$ cat config.mk
export PLATFORM = sky130hd
export DESIGN_NAME = lc3b_control_full_flat
export DESIGN_NICKNAME = d
export VERILOG_FILES = /design/src/rtl/lc3b_control_full_pkg.sv /design/src/rtl/lc3b_control_full_if.sv /design/src/rtl/lc3b_control_full_mem_watchdog.sv /design/src/rtl/lc3b_control_full.sv /design/src/flat_wrapper.sv
export SDC_FILE = /design/constraint.sdc
export NUM_CORES = 1
export LEC_CHECK = 0
export ABC_AREA = 0
export CORE_ASPECT_RATIO = 0.8
export CORE_MARGIN = 2
export CORE_UTILIZATION = 50
export CTS_CLUSTER_SIZE = 12
export DETAILED_ROUTE_END_ITERATION = 10
export PLACE_DENSITY_LB_ADDON = 0.08
export SKIP_CTS_REPAIR_TIMING = 1
export SYNTH_ARGS = -nofsm -noshare
export SYNTH_HDL_FRONTEND = slang
export SYNTH_SLANG_ARGS = --single-unit
$ cat constraint.sdc
create_clock -name clk -period 2.65 [get_ports clk]
set_clock_uncertainty 0.2 [all_clocks]
set_input_delay 0.53 -clock clk [delete_from_list [all_inputs] [get_ports clk]]
set_output_delay 0.53 -clock clk [all_outputs]
set_load 0.05 [all_outputs]
$ cat src/rtl/lc3b_control_full_pkg.sv
// Shared LC-3b types for the multicycle controller: opcodes, ALU ops,
// byte-lane masks and datapath mux-select encodings.
package lc3b_control_full_pkg;

    typedef enum logic [3:0] {
        op_br   = 4'b0000,
        op_add  = 4'b0001,
        op_ldb  = 4'b0010,
        op_stb  = 4'b0011,
        op_jsr  = 4'b0100,
        op_and  = 4'b0101,
        op_ldr  = 4'b0110,
        op_str  = 4'b0111,
        op_rti  = 4'b1000,
        op_not  = 4'b1001,
        op_ldi  = 4'b1010,
        op_sti  = 4'b1011,
        op_jmp  = 4'b1100,
        op_shf  = 4'b1101,
        op_lea  = 4'b1110,
        op_trap = 4'b1111
    } lc3b_opcode;

    // alu_shf: datapath resolves the shift kind from IR[5:4]
    typedef enum logic [2:0] {
        alu_add  = 3'd0,
        alu_and  = 3'd1,
        alu_not  = 3'd2,
        alu_pass = 3'd3,
        alu_shf  = 3'd4
    } lc3b_aluop;

    typedef logic [1:0] lc3b_mem_wmask;

    typedef enum logic [1:0] {
        pcmux_pc2  = 2'd0,
        pcmux_off9 = 2'd1,
        pcmux_alu  = 2'd2,
        pcmux_mdr  = 2'd3
    } pcmux_t;

    typedef enum logic [1:0] {
        marmux_alu  = 2'd0,
        marmux_pc   = 2'd1,
        marmux_mdr  = 2'd2,
        marmux_trap = 2'd3
    } marmux_t;

    typedef enum logic [1:0] {
        rfmux_alu      = 2'd0,
        rfmux_mdr      = 2'd1,
        rfmux_pc       = 2'd2,
        rfmux_mdr_byte = 2'd3
    } regfilemux_t;

    typedef enum logic [1:0] {
        alumux_sr2  = 2'd0,
        alumux_off6 = 2'd1,
        alumux_imm5 = 2'd2,
        alumux_off9 = 2'd3
    } alumux_t;

    function automatic lc3b_mem_wmask byte_lane(input logic lsb);
        return lsb ? 2'b10 : 2'b01;
    endfunction

endpackage

$ cat src/rtl/lc3b_control_full_if.sv
// Controller <-> datapath/memory bundle; master is the control FSM.
interface lc3b_control_full_if;
    import lc3b_control_full_pkg::*;

    lc3b_opcode    opcode;
    logic          br_en;
    logic          mar_lsb;
    logic          mem_resp;
    logic          load_pc, load_ir, load_mar, load_mdr, load_regfile, load_cc;
    pcmux_t        pcmux_sel;
    marmux_t       marmux_sel;
    logic          mdrmux_sel;
    regfilemux_t   regfilemux_sel;
    alumux_t       alumux_sel;
    logic          storemux_sel, destmux_sel;
    lc3b_aluop     alu_op;
    logic          mem_read, mem_write;
    lc3b_mem_wmask mem_byte_enable;
    logic          halted, err_timeout, err_illegal;

    modport master (
        input  opcode, br_en, mar_lsb, mem_resp,
        output load_pc, load_ir, load_mar, load_mdr, load_regfile, load_cc,
               pcmux_sel, marmux_sel, mdrmux_sel, regfilemux_sel, alumux_sel,
               storemux_sel, destmux_sel, alu_op, mem_read, mem_write,
               mem_byte_enable, halted, err_timeout, err_illegal
    );

    modport slave (
        output opcode, br_en, mar_lsb, mem_resp,
        input  load_pc, load_ir, load_mar, load_mdr, load_regfile, load_cc,
               pcmux_sel, marmux_sel, mdrmux_sel, regfilemux_sel, alumux_sel,
               storemux_sel, destmux_sel, alu_op, mem_read, mem_write,
               mem_byte_enable, halted, err_timeout, err_illegal
    );

endinterface

$ cat src/rtl/lc3b_control_full_mem_watchdog.sv
// Memory-wait watchdog: counts unanswered wait cycles, flags expiry at TIMEOUT.
module lc3b_control_full_mem_watchdog #(
    parameter int TIMEOUT = 64
) (
    input  logic clk,
    input  logic reset,
    input  logic clear,
    input  logic waiting,
    output logic expired
);
    localparam int CW = (TIMEOUT > 0) ? $clog2(TIMEOUT + 1) : 1;

    logic [CW-1:0] cnt_q, cnt_d;

    // expired is raised during the TIMEOUT-th unanswered wait cycle
    assign expired = (TIMEOUT != 0) && waiting && (cnt_q == CW'(TIMEOUT - 1));

    always_comb begin
        cnt_d = cnt_q;
        if (clear)
            cnt_d = '0;
        else if (waiting && !expired)
            cnt_d = cnt_q + 1'b1;
    end

    always_ff @(posedge clk) begin
        if (reset) cnt_q <= '0;
        else       cnt_q <= cnt_d;
    end

endmodule

$ cat src/rtl/lc3b_control_full.sv
// Multicycle LC-3b control FSM: fetch/decode/execute sequencing, memory
// handshake with watchdog, sticky halt on illegal opcode or memory timeout.
module lc3b_control_full
    import lc3b_control_full_pkg::*;
#(
    parameter int MEM_TIMEOUT = 64,
    parameter int EN_BYTE     = 1,
    parameter int EN_INDIRECT = 1
) (
    input logic clk,
    input logic reset,
    lc3b_control_full_if.master bus
);
    typedef enum logic [4:0] {
        S_FETCH1, S_FETCH2, S_FETCH3, S_DECODE, S_ALU, S_SHF, S_BR, S_BR_TAKEN,
        S_JMP, S_JSR, S_LEA, S_CALC_ADDR, S_LD1, S_LD2, S_ST1, S_ST2,
        S_IND1, S_IND2, S_TRAP1, S_TRAP2, S_TRAP3, S_HALT
    } state_t;

    state_t state_q, state_d;
    logic   err_timeout_q, err_timeout_d;
    logic   err_illegal_q, err_illegal_d;
    logic   illegal, wd_clear, wd_waiting, wd_expired;

    function automatic logic is_wait(input state_t s);
        return s inside {S_FETCH2, S_IND1, S_LD1, S_ST2, S_TRAP2};
    endfunction

    assign wd_waiting = is_wait(state_q) && !bus.mem_resp;
    assign wd_clear   = is_wait(state_d) && (state_d != state_q);

    lc3b_control_full_mem_watchdog #(.TIMEOUT(MEM_TIMEOUT)) u_mem_watchdog (
        .clk     (clk),
        .reset   (reset),
        .clear   (wd_clear),
        .waiting (wd_waiting),
        .expired (wd_expired)
    );

    always_comb begin
        illegal = 1'b0;
        case (bus.opcode)
            op_rti:         illegal = 1'b1;
            op_ldb, op_stb: illegal = (EN_BYTE == 0);
            op_ldi, op_sti: illegal = (EN_INDIRECT == 0);
            default:        illegal = 1'b0;
        endcase
    end

    always_ff @(posedge clk) begin
        if (reset) begin
            state_q       <= S_FETCH1;
            err_timeout_q <= 1'b0;
            err_illegal_q <= 1'b0;
        end else begin
            state_q       <= state_d;
            err_timeout_q <= err_timeout_d;
            err_illegal_q <= err_illegal_d;
        end
    end

    always_comb begin
        state_d       = state_q;
        err_timeout_d = err_timeout_q;
        err_illegal_d = err_illegal_q;
        case (state_q)
            S_FETCH1: state_d = S_FETCH2;
            S_FETCH3: state_d = S_DECODE;
            S_FETCH2, S_IND1, S_LD1, S_ST2, S_TRAP2: begin
                // a response in the expiry cycle still completes the access
                if (bus.mem_resp) begin
                    case (state_q)
                        S_FETCH2: state_d = S_FETCH3;
                        S_IND1:   state_d = S_IND2;
                        S_LD1:    state_d = S_LD2;
                        S_TRAP2:  state_d = S_TRAP3;
                        default:  state_d = S_FETCH1;
                    endcase
                end else if (wd_expired) begin
                    state_d       = S_HALT;
                    err_timeout_d = 1'b1;
                end
            end
            S_DECODE: begin
                if (illegal) begin
                    state_d       = S_HALT;
                    err_illegal_d = 1'b1;
                end else begin
                    case (bus.opcode)
                        op_add, op_and, op_not: state_d = S_ALU;
                        op_shf:                 state_d = S_SHF;
                        op_br:                  state_d = S_BR;
                        op_jmp:                 state_d = S_JMP;
                        op_jsr:                 state_d = S_JSR;
                        op_lea:                 state_d = S_LEA;
                        op_trap:                state_d = S_TRAP1;
                        default:                state_d = S_CALC_ADDR;
                    endcase
                end
            end
            S_CALC_ADDR: begin
                if (bus.opcode inside {op_ldi, op_sti})      state_d = S_IND1;
                else if (bus.opcode inside {op_ldr, op_ldb}) state_d = S_LD1;
                else                                         state_d = S_ST1;
            end
            S_IND2:  state_d = (bus.opcode == op_ldi) ? S_LD1 : S_ST1;
            S_BR:    state_d = bus.br_en ? S_BR_TAKEN : S_FETCH1;
            S_ST1:   state_d = S_ST2;
            S_TRAP1: state_d = S_TRAP2;
            S_HALT:  state_d = S_HALT;
            default: state_d = S_FETCH1;
        endcase
    end

    assign bus.err_timeout = err_timeout_q;
    assign bus.err_illegal = err_illegal_q;

    always_comb begin
        bus.load_pc         = 1'b0;
        bus.load_ir         = 1'b0;
        bus.load_mar        = 1'b0;
        bus.load_mdr        = 1'b0;
        bus.load_regfile    = 1'b0;
        bus.load_cc         = 1'b0;
        bus.pcmux_sel       = pcmux_pc2;
        bus.marmux_sel      = marmux_alu;
        bus.mdrmux_sel      = 1'b0;
        bus.regfilemux_sel  = rfmux_alu;
        bus.alumux_sel      = alumux_sr2;
        bus.storemux_sel    = 1'b0;
        bus.destmux_sel     = 1'b0;
        bus.alu_op          = alu_add;
        bus.mem_read        = 1'b0;
        bus.mem_write       = 1'b0;
        bus.mem_byte_enable = 2'b11;
        bus.halted          = 1'b0;
        // held reset forces the idle output set regardless of state
        if (!reset) begin
            case (state_q)
                S_FETCH1: begin
                    bus.marmux_sel = marmux_pc;
                    bus.load_mar   = 1'b1;
                    bus.load_pc    = 1'b1;
                end
                S_FETCH2, S_IND1, S_LD1, S_TRAP2: begin
                    bus.mem_read   = 1'b1;
                    bus.mdrmux_sel = 1'b1;
                    bus.load_mdr   = 1'b1;
                end
                S_FETCH3: bus.load_ir = 1'b1;
                S_ALU: begin
                    case (bus.opcode)
                        op_and:  bus.alu_op = alu_and;
                        op_not:  bus.alu_op = alu_not;
                        default: bus.alu_op = alu_add;
                    endcase
                    if (bus.opcode inside {op_add, op_and}) bus.alumux_sel = alumux_imm5;
                    bus.load_regfile = 1'b1;
                    bus.load_cc      = 1'b1;
                end
                S_SHF: begin
                    bus.alu_op       = alu_shf;
                    bus.load_regfile = 1'b1;
                    bus.load_cc      = 1'b1;
                end
                S_BR_TAKEN: begin
                    bus.pcmux_sel = pcmux_off9;
                    bus.load_pc   = 1'b1;
                end
                S_JMP: begin
                    bus.pcmux_sel = pcmux_alu;
                    bus.alu_op    = alu_pass;
                    bus.load_pc   = 1'b1;
                end
                S_JSR: begin
                    bus.destmux_sel    = 1'b1;
                    bus.regfilemux_sel = rfmux_pc;
                    bus.load_regfile   = 1'b1;
                    bus.pcmux_sel      = pcmux_off9;
                    bus.alu_op         = alu_pass;
                    bus.load_pc        = 1'b1;
                end
                S_LEA: begin
                    bus.alumux_sel   = alumux_off9;
                    bus.load_regfile = 1'b1;
                    bus.load_cc      = 1'b1;
                end
                S_CALC_ADDR: begin
                    bus.alumux_sel = alumux_off6;
                    bus.load_mar   = 1'b1;
                end
                S_IND2: begin
                    bus.marmux_sel = marmux_mdr;
                    bus.load_mar   = 1'b1;
                end
                S_LD2: begin
                    bus.regfilemux_sel = (bus.opcode == op_ldb) ? rfmux_mdr_byte : rfmux_mdr;
                    bus.load_regfile   = 1'b1;
                    bus.load_cc        = 1'b1;
                end
                S_ST1: begin
                    bus.storemux_sel = 1'b1;
                    bus.alu_op       = alu_pass;
                    bus.load_mdr     = 1'b1;
                end
                S_ST2: begin
                    bus.mem_write = 1'b1;
                    if (bus.opcode == op_stb) bus.mem_byte_enable = byte_lane(bus.mar_lsb);
                end
                S_TRAP1: begin
                    bus.destmux_sel    = 1'b1;
                    bus.regfilemux_sel = rfmux_pc;
                    bus.load_regfile   = 1'b1;
                    bus.marmux_sel     = marmux_trap;
                    bus.load_mar       = 1'b1;
                end
                S_TRAP3: begin
                    bus.pcmux_sel = pcmux_mdr;
                    bus.load_pc   = 1'b1;
                end
                S_HALT:  bus.halted = 1'b1;
                default: ;
            endcase
        end
    end

endmodule

$ cat src/flat_wrapper.sv
// flat-port wrapper written by rule: the top's interface ports become plain ports
module lc3b_control_full_flat import lc3b_control_full_pkg::*;
#(
    parameter int MEM_TIMEOUT = 64,
    parameter int EN_BYTE     = 1,
    parameter int EN_INDIRECT = 1
)
  (clk, reset, bus_opcode, bus_br_en, bus_mar_lsb, bus_mem_resp, bus_load_pc, bus_load_ir, bus_load_mar, bus_load_mdr, bus_load_regfile, bus_load_cc, bus_pcmux_sel, bus_marmux_sel, bus_mdrmux_sel, bus_regfilemux_sel, bus_alumux_sel, bus_storemux_sel, bus_destmux_sel, bus_alu_op, bus_mem_read, bus_mem_write, bus_mem_byte_enable, bus_halted, bus_err_timeout, bus_err_illegal);
  lc3b_control_full_if bus_i ();
  input logic clk;
  input logic reset;
  input wire logic [$bits(bus_i.opcode)-1:0] bus_opcode;
  input wire logic [$bits(bus_i.br_en)-1:0] bus_br_en;
  input wire logic [$bits(bus_i.mar_lsb)-1:0] bus_mar_lsb;
  input wire logic [$bits(bus_i.mem_resp)-1:0] bus_mem_resp;
  output wire logic [$bits(bus_i.load_pc)-1:0] bus_load_pc;
  output wire logic [$bits(bus_i.load_ir)-1:0] bus_load_ir;
  output wire logic [$bits(bus_i.load_mar)-1:0] bus_load_mar;
  output wire logic [$bits(bus_i.load_mdr)-1:0] bus_load_mdr;
  output wire logic [$bits(bus_i.load_regfile)-1:0] bus_load_regfile;
  output wire logic [$bits(bus_i.load_cc)-1:0] bus_load_cc;
  output wire logic [$bits(bus_i.pcmux_sel)-1:0] bus_pcmux_sel;
  output wire logic [$bits(bus_i.marmux_sel)-1:0] bus_marmux_sel;
  output wire logic [$bits(bus_i.mdrmux_sel)-1:0] bus_mdrmux_sel;
  output wire logic [$bits(bus_i.regfilemux_sel)-1:0] bus_regfilemux_sel;
  output wire logic [$bits(bus_i.alumux_sel)-1:0] bus_alumux_sel;
  output wire logic [$bits(bus_i.storemux_sel)-1:0] bus_storemux_sel;
  output wire logic [$bits(bus_i.destmux_sel)-1:0] bus_destmux_sel;
  output wire logic [$bits(bus_i.alu_op)-1:0] bus_alu_op;
  output wire logic [$bits(bus_i.mem_read)-1:0] bus_mem_read;
  output wire logic [$bits(bus_i.mem_write)-1:0] bus_mem_write;
  output wire logic [$bits(bus_i.mem_byte_enable)-1:0] bus_mem_byte_enable;
  output wire logic [$bits(bus_i.halted)-1:0] bus_halted;
  output wire logic [$bits(bus_i.err_timeout)-1:0] bus_err_timeout;
  output wire logic [$bits(bus_i.err_illegal)-1:0] bus_err_illegal;
  assign bus_i.opcode = bus_opcode;
  assign bus_i.br_en = bus_br_en;
  assign bus_i.mar_lsb = bus_mar_lsb;
  assign bus_i.mem_resp = bus_mem_resp;
  assign bus_load_pc = bus_i.load_pc;
  assign bus_load_ir = bus_i.load_ir;
  assign bus_load_mar = bus_i.load_mar;
  assign bus_load_mdr = bus_i.load_mdr;
  assign bus_load_regfile = bus_i.load_regfile;
  assign bus_load_cc = bus_i.load_cc;
  assign bus_pcmux_sel = bus_i.pcmux_sel;
  assign bus_marmux_sel = bus_i.marmux_sel;
  assign bus_mdrmux_sel = bus_i.mdrmux_sel;
  assign bus_regfilemux_sel = bus_i.regfilemux_sel;
  assign bus_alumux_sel = bus_i.alumux_sel;
  assign bus_storemux_sel = bus_i.storemux_sel;
  assign bus_destmux_sel = bus_i.destmux_sel;
  assign bus_alu_op = bus_i.alu_op;
  assign bus_mem_read = bus_i.mem_read;
  assign bus_mem_write = bus_i.mem_write;
  assign bus_mem_byte_enable = bus_i.mem_byte_enable;
  assign bus_halted = bus_i.halted;
  assign bus_err_timeout = bus_i.err_timeout;
  assign bus_err_illegal = bus_i.err_illegal;
  lc3b_control_full #(.MEM_TIMEOUT(MEM_TIMEOUT), .EN_BYTE(EN_BYTE), .EN_INDIRECT(EN_INDIRECT)) u_core (.clk(clk), .reset(reset), .bus(bus_i));
endmodule
Word level (Yosys, flattened, before mapping)
Memories as Yosys holds them, arrays and structs flattened. Index checks and enable logic that the tools add are counted.

Multiplexer cells: 49. Eq/ne operators: 37. Bitwise operators: 1. Reduce and logical (&&, ||, !) cells: 25. Add/sub/neg operators: 1.

Operator list (number): $eq A5 B4 Y1 const B (10); $pmux W5 S10 (1); $eq A5 B5 Y1 const B (8); $mux W2 (12); $mux W1 (23); $eq A5 B3 Y1 const B (4); $mux W5 (4); $pmux W5 S4 (1); $pmux W2 S3 (3); $eq A4 B4 Y1 const B (4); $reduce_or A5 Y1 (3); $reduce_or A4 Y1 (3); $eq A5 B1 Y1 const B (2); $eq A5 B2 Y1 const B (2); $reduce_bool A5 Y1 (2); $pmux W3 S3 (1); $eq A4 B2 Y1 const B (2); $eq A4 B3 Y1 const B (2); $pmux W2 S2 (2); $add A7 B1 Y7 const B (1); $eq A7 B6 Y1 const B (1); $mux W3 (2); $reduce_bool A2 Y1 (3); $reduce_or A2 Y1 (3); 10 further kinds (14).

Input port bits: 9. Output and inout bits: 27. Memory bits (read-only): 80. Logic and storage cells: 118. Memories kept: 1. Flip-flop bits (word level): 14.

Memories: (name not given) (depth 16, bits a word 5, read ports 1, clocked after Yosys merged registers in 0, wr ports 0, RTL line lc3b_control_full.sv:89) `case (bus.opcode)`.

Depth between registers and ports, before layout
Word-level depth: 11. Depth in mapped cells: 9. Mapped depth without buffers: 8.

Hierarchy
From an unflattened synthesis, not the netlist that was laid out.

Cell total of the unflattened synthesis: 225. Area, all modules: 1637.8 um^2.

Modules (own cells, without submodules): lc3b_control_full (area each 1292.5 um^2, times used 1, seq. area each 140.1 um^2, cells an instance 186); lc3b_control_full_mem_watchdog (area each 345.3 um^2, times used 1, seq. area each 140.1 um^2, cells an instance 39).

Worst setup path before layout
OpenSTA, ideal clock, no wires.

Path kind: reg-to-output. From: register u_core.state_q[0]. To: output port bus_load_mar. Path buffers: 3. Cell stages (with the launch flop): 7. Arrival: 2770 ps. Required time: 1920 ps. Slack: -850 ps. Path through: dfxtp_1 buf_2 buf_2 clkbuf_1 or3_1 nor3_1 a21o_1.

Cells in the longest elaborated chain, start to end: 4. Elaborated cells on any way between the ends: 7. Classes of those cells: 3 x eq/ne; 2 x mux; 2 x reduce/logical.

Ends and longest elaborated chain: start, declared (RTL line lc3b_control_full.sv:20) `state_t state_q, state_d;`; start signal, assigned (RTL line lc3b_control_full.sv:56) `state_q <= state_d;`; $eq A5 B5 Y1, or another cell as far along (RTL line lc3b_control_full.sv:139) `case (state_q)`; $reduce_or A4 Y1 (no source line) (*); $mux W1 (*) (RTL line lc3b_control_full.sv:139); $mux W1 (*) (RTL line lc3b_control_full.sv:138) `if (!reset) begin`; end, declared (RTL line flat_wrapper.sv:18) `output wire logic [$bits(bus_i.load_mar)-1:0] bus_load_mar;`.

Every way passes the cells marked *; elsewhere a longest branch is shown, timed or not.

Worst setup path in the final report
From: register u_core.u_mem_watchdog.cnt_q[0]. To: register u_core.u_mem_watchdog.cnt_q[6].

Cells in the longest elaborated chain, start to end: 9. Elaborated cells on any way between the ends: 17. Classes of those cells: 1 x add/sub; 7 x eq/ne; 3 x mux; 6 x reduce/logical.

Ends and longest elaborated chain: start, declared (RTL line lc3b_control_full_mem_watchdog.sv:13) `logic [CW-1:0] cnt_q, cnt_d;`; start signal, assigned (RTL line lc3b_control_full_mem_watchdog.sv:28) `else cnt_q <= cnt_d;`; $eq A7 B6 Y1 (RTL line lc3b_control_full_mem_watchdog.sv:16) `assign expired = (TIMEOUT != 0) && waiting && (cnt_q == CW'(TIMEOUT - 1));`; $logic_and A1 B1 Y1 (RTL line lc3b_control_full_mem_watchdog.sv:16); $mux W5 (RTL line lc3b_control_full.sv:79) `end else if (wd_expired) begin`; $mux W5 (RTL line lc3b_control_full.sv:71) `if (bus.mem_resp) begin`; $pmux W5 S10 (RTL line lc3b_control_full.sv:66) `case (state_q)`; $eq A5 B1 Y1, or another cell as far along (RTL line lc3b_control_full.sv:26) `return s inside {S_FETCH2, S_IND1, S_LD1, S_ST2, S_TRAP2};`; $reduce_bool A5 Y1 (RTL line lc3b_control_full.sv:26); $logic_and A1 B1 Y1 (RTL line lc3b_control_full.sv:30) `assign wd_clear = is_wait(state_d) && (state_d != state_q);`; $reduce_or A2 Y1 (no source line).

Parallel ways exist; a longest one is shown, timed or not. A chain may end at the register's enable or synchronous reset.

==> flow_metrics.py <==
metrics = {
    "flow_run": {
        "cap_violations": 0,
    },
    "sta": {
        "slew_violations": 0,
        "fin_ws_ps": -261,
        "slew-limit-headroom_pct": 67.2,
        "setup_viol": 7,
        "finalCritPeriodShare_pct": 110,
        "tightest_slew_ps": 491,
        "fmax_mhz": 344,
        "hold_viol": 0,
        "min_period_ps": 2910,
    },
    "power_and_ir_drop": {
        "power.density_mw_per_mm2": 407,
        "pwr-share-seq_pct": 21.3,
        "power.internal_mw": 0.694,
        "pwr-share-comb_pct": 61.5,
        "peakVddDrop_v": 0.000593,
        "switchingPower_mw": 0.530,
        "pwr-share-clk_pct": 17.2,
        "p_sw_share_pct": 43.3,
        "p_leak_nw": 1.29,
    },
    "grt": {
        "grt_pass1_wl_um": 10100,
        "grt_antenna_before_repair": 0,
        "grt_pass1_vias": 2013,
        "grt_max_degree": 17,
        "grt_overflow": 0,
        "grt_usage_pct": 30.2,
    },
    "floorplanning": {
        "die_h_um": 58.6,
        "coreArea_mm2": 0.00349,
        "num_rows": 19,
        "die_area_mm2": 0.00423,
        "die_x_um": 72.2,
        "io_pins": 36,
        "start_util_pct": 53.3,
    },
    "worst_setup_path": {
        "crit_required_ps": 2570,
        "crit_path_end_kind": "flip-flop",
        "arrival_ps": 2840,
        "critPathKind": "reg -> reg",
        "worst_r2r_path_depth": 9,
        "reg2reg_slack_ps": -260,
        "crit_fanout": 7,
        "crit_path_start_kind": "flip-flop",
    },
    "synth": {
        "synth-edff-count": 0,
        "synth_mux_area_share_pct": 1.68,
        "syn_inst": 265,
        "syn_area_per_cell_um2": 7.03,
        "synth-main-ff-cell": "dfxtp_1",
        "yosysWarnings": 0,
        "yosysSeqAreaShare_pct": 15.0,
        "yosys.area.top_type_share_pct": 15.0,
        "synth-compound-area-share_pct": 33.0,
        "netlist_area_mm2": 0.00186,
        "synth_top_family_by_area": "simple AND/OR/NAND/NOR gates",
        "synth_cell_type_count": 71,
        "synthesis.nets": 275,
        "synthAdderAreaFrac_pct": 0.672,
        "ys_ff_latch": 14,
        "async_flop_share_pct": 0,
        "synth_xor_area_share_pct": 3.29,
        "synth_top_area_cell": "dfxtp_1",
        "synth_area_leaders": "dfxtp_1, a21oi_1, nor2_1",
        "synthSimpleGateAreaFrac_pct": 39.2,
    },
    "routing": {
        "finalWirelength_um": 7460,
        "wire_per_inst_um": 19.6,
        "vias": 2545,
        "drt_first_pass_iters": 5,
        "drt_iter0_markers": 386,
        "drc": 0,
        "via_per_inst": 6.68,
        "ant_nets": 0,
    },
    "cts": {
        "cts_tree": "done",
        "cts-root-buf": "clkbuf_8",
        "cts.clk_slew.worst_paths_ps": 60,
        "cts_sinks": 14,
        "clk_latency_ps": 250,
        "cts_buffers": 3,
        "clock_path_buffers": 2,
        "htreeDepth": 1,
    },
    "final_layout": {
        "multiInputGateArea_mm2": 0.00160,
        "final_common_cell": "buf_4",
        "post-route-cell-area_mm2": 0.00301,
        "finalNonFillerCells": 381,
        "layout_common_cells": "buf_4, nor2_1, buf_12",
        "fill_cells": 186,
        "nNetsFinal": 350,
        "regArea_um2": 297,
        "drive_gt1_share_pct": 39.8,
        "antennaDiodeCount": 0,
        "syn2layout_area_growth_pct": 61.6,
    },
    "hold_path": {
        "min_path_cells": 2,
        "hold_class": "reg -> reg",
    },
    "placement": {
        "placed_cells": 374,
        "placed_area_mm2": 0.00280,
        "portBuffers": 35,
        "place.gp.congestion": 0.940,
        "place_hpwl_um": 4910,
    },
    "outcome": {
        "outcome": "complete, but fails checks",
        "failed_checks": "setup timing",
    },
}
## power groups by stage
stage | sequential [mW] | combinational (mW) | clock (mW)
final | 0.261 | 0.754 | 0.211
after global routing | 0.259 | 0.790 | 0.216
after CTS | 0.253 | 0.666 | 0.210
after detailed placement | 0.257 | 0.662 | 0
after global placement | 0.256 | 0.655 | 0
after floorplan | 0.240 | 0.427 | 0
## worst paths after layout
| path | to | from |
|---|---|---|
| worst max-delay path | u_core.u_mem_watchdog.cnt_q[6]$_SDFFE_PP0P_ | u_core.u_mem_watchdog.cnt_q[0]$_SDFFE_PP0P_ |
| worst min-delay path | u_core.bus.err_timeout$_SDFFE_PP0P_ | u_core.bus.err_timeout$_SDFFE_PP0P_ |
| worst max register to register | u_core.u_mem_watchdog.cnt_q[6]$_SDFFE_PP0P_ | u_core.u_mem_watchdog.cnt_q[0]$_SDFFE_PP0P_ |
| worst min register to register | u_core.bus.err_timeout$_SDFFE_PP0P_ | u_core.bus.err_timeout$_SDFFE_PP0P_ |
## routing by layer
layer / global-route usage, % / vias up / wire length (um)
met5: 0 / - / 0
met4: 4.58 / 0 / 346
met3: 3.60 / 41 / 994
met2: 43.5 / 221 / 3140
met1: 48.4 / 1141 / 2980
li1: - / 1142 / -
## metrics by stage
stage	total power, mW	utilization, %	worst slack (ps)	setup TNS (ps)	hold WS [ps]
CTS	1.13	81.6	-184	-2130	304
floorplan	0.667	-	-200	-1340	346
global placement	0.911	80.0	-313	-2740	261
global route	1.27	86.1	-228	-1270	319
finish	1.22	86.1	-261	-1400	301
detailed placement	0.919	80.0	-419	-3560	278
## state kept, by name, indices dropped and copies added, names as in the netlist
| register | count |
|---|---|
| u_core.bus.err_illegal | 1 |
| u_core.state_q | 5 |
| u_core.bus.err_timeout | 1 |
| u_core.u_mem_watchdog.cnt_q | 7 |
## area by class of cell
type	instances	share of cell area, %
Inverter	8	1.12
Clock buffer	4	1.83
Multi-Input combinational cell	223	53.0
Sequential cell	14	9.85
Timing Repair Buffer	90	32.4
Tap cell	42	1.75
## worst max-delay path, cell delays in order (launching register included)
cell and delay (ps):
dfxtp_1 380, ha_1 260, nand4_1 210, nor3_1 400
a21boi_0 240, a221oi_2 450, nand4b_1 190, buf_4 200
o21ai_1 160, o21ai_1 100
## cell usage after synthesis, drive strengths merged (5+ instances only)
cell type and instances:
nand3 15, a211oi 5, xnor2 5, nor3b 7
o21ai 21, clkbuf 8, dfxtp 14, nand2 13
nand2b 6, nor2 26, nor3 14, a21oi 22
nor2b 6, or3 6, inv 8, buf 12
## logic make-up after synthesis
logic type	Yosys count
and+or+nand+nor	127
AOI/OAI and AO/OA	85
buffers and inverters	28
DFF	14
xor gates and xnor gates	7
muxes	3
adders and majority gates	1
(Power assumes the default switching activity.)
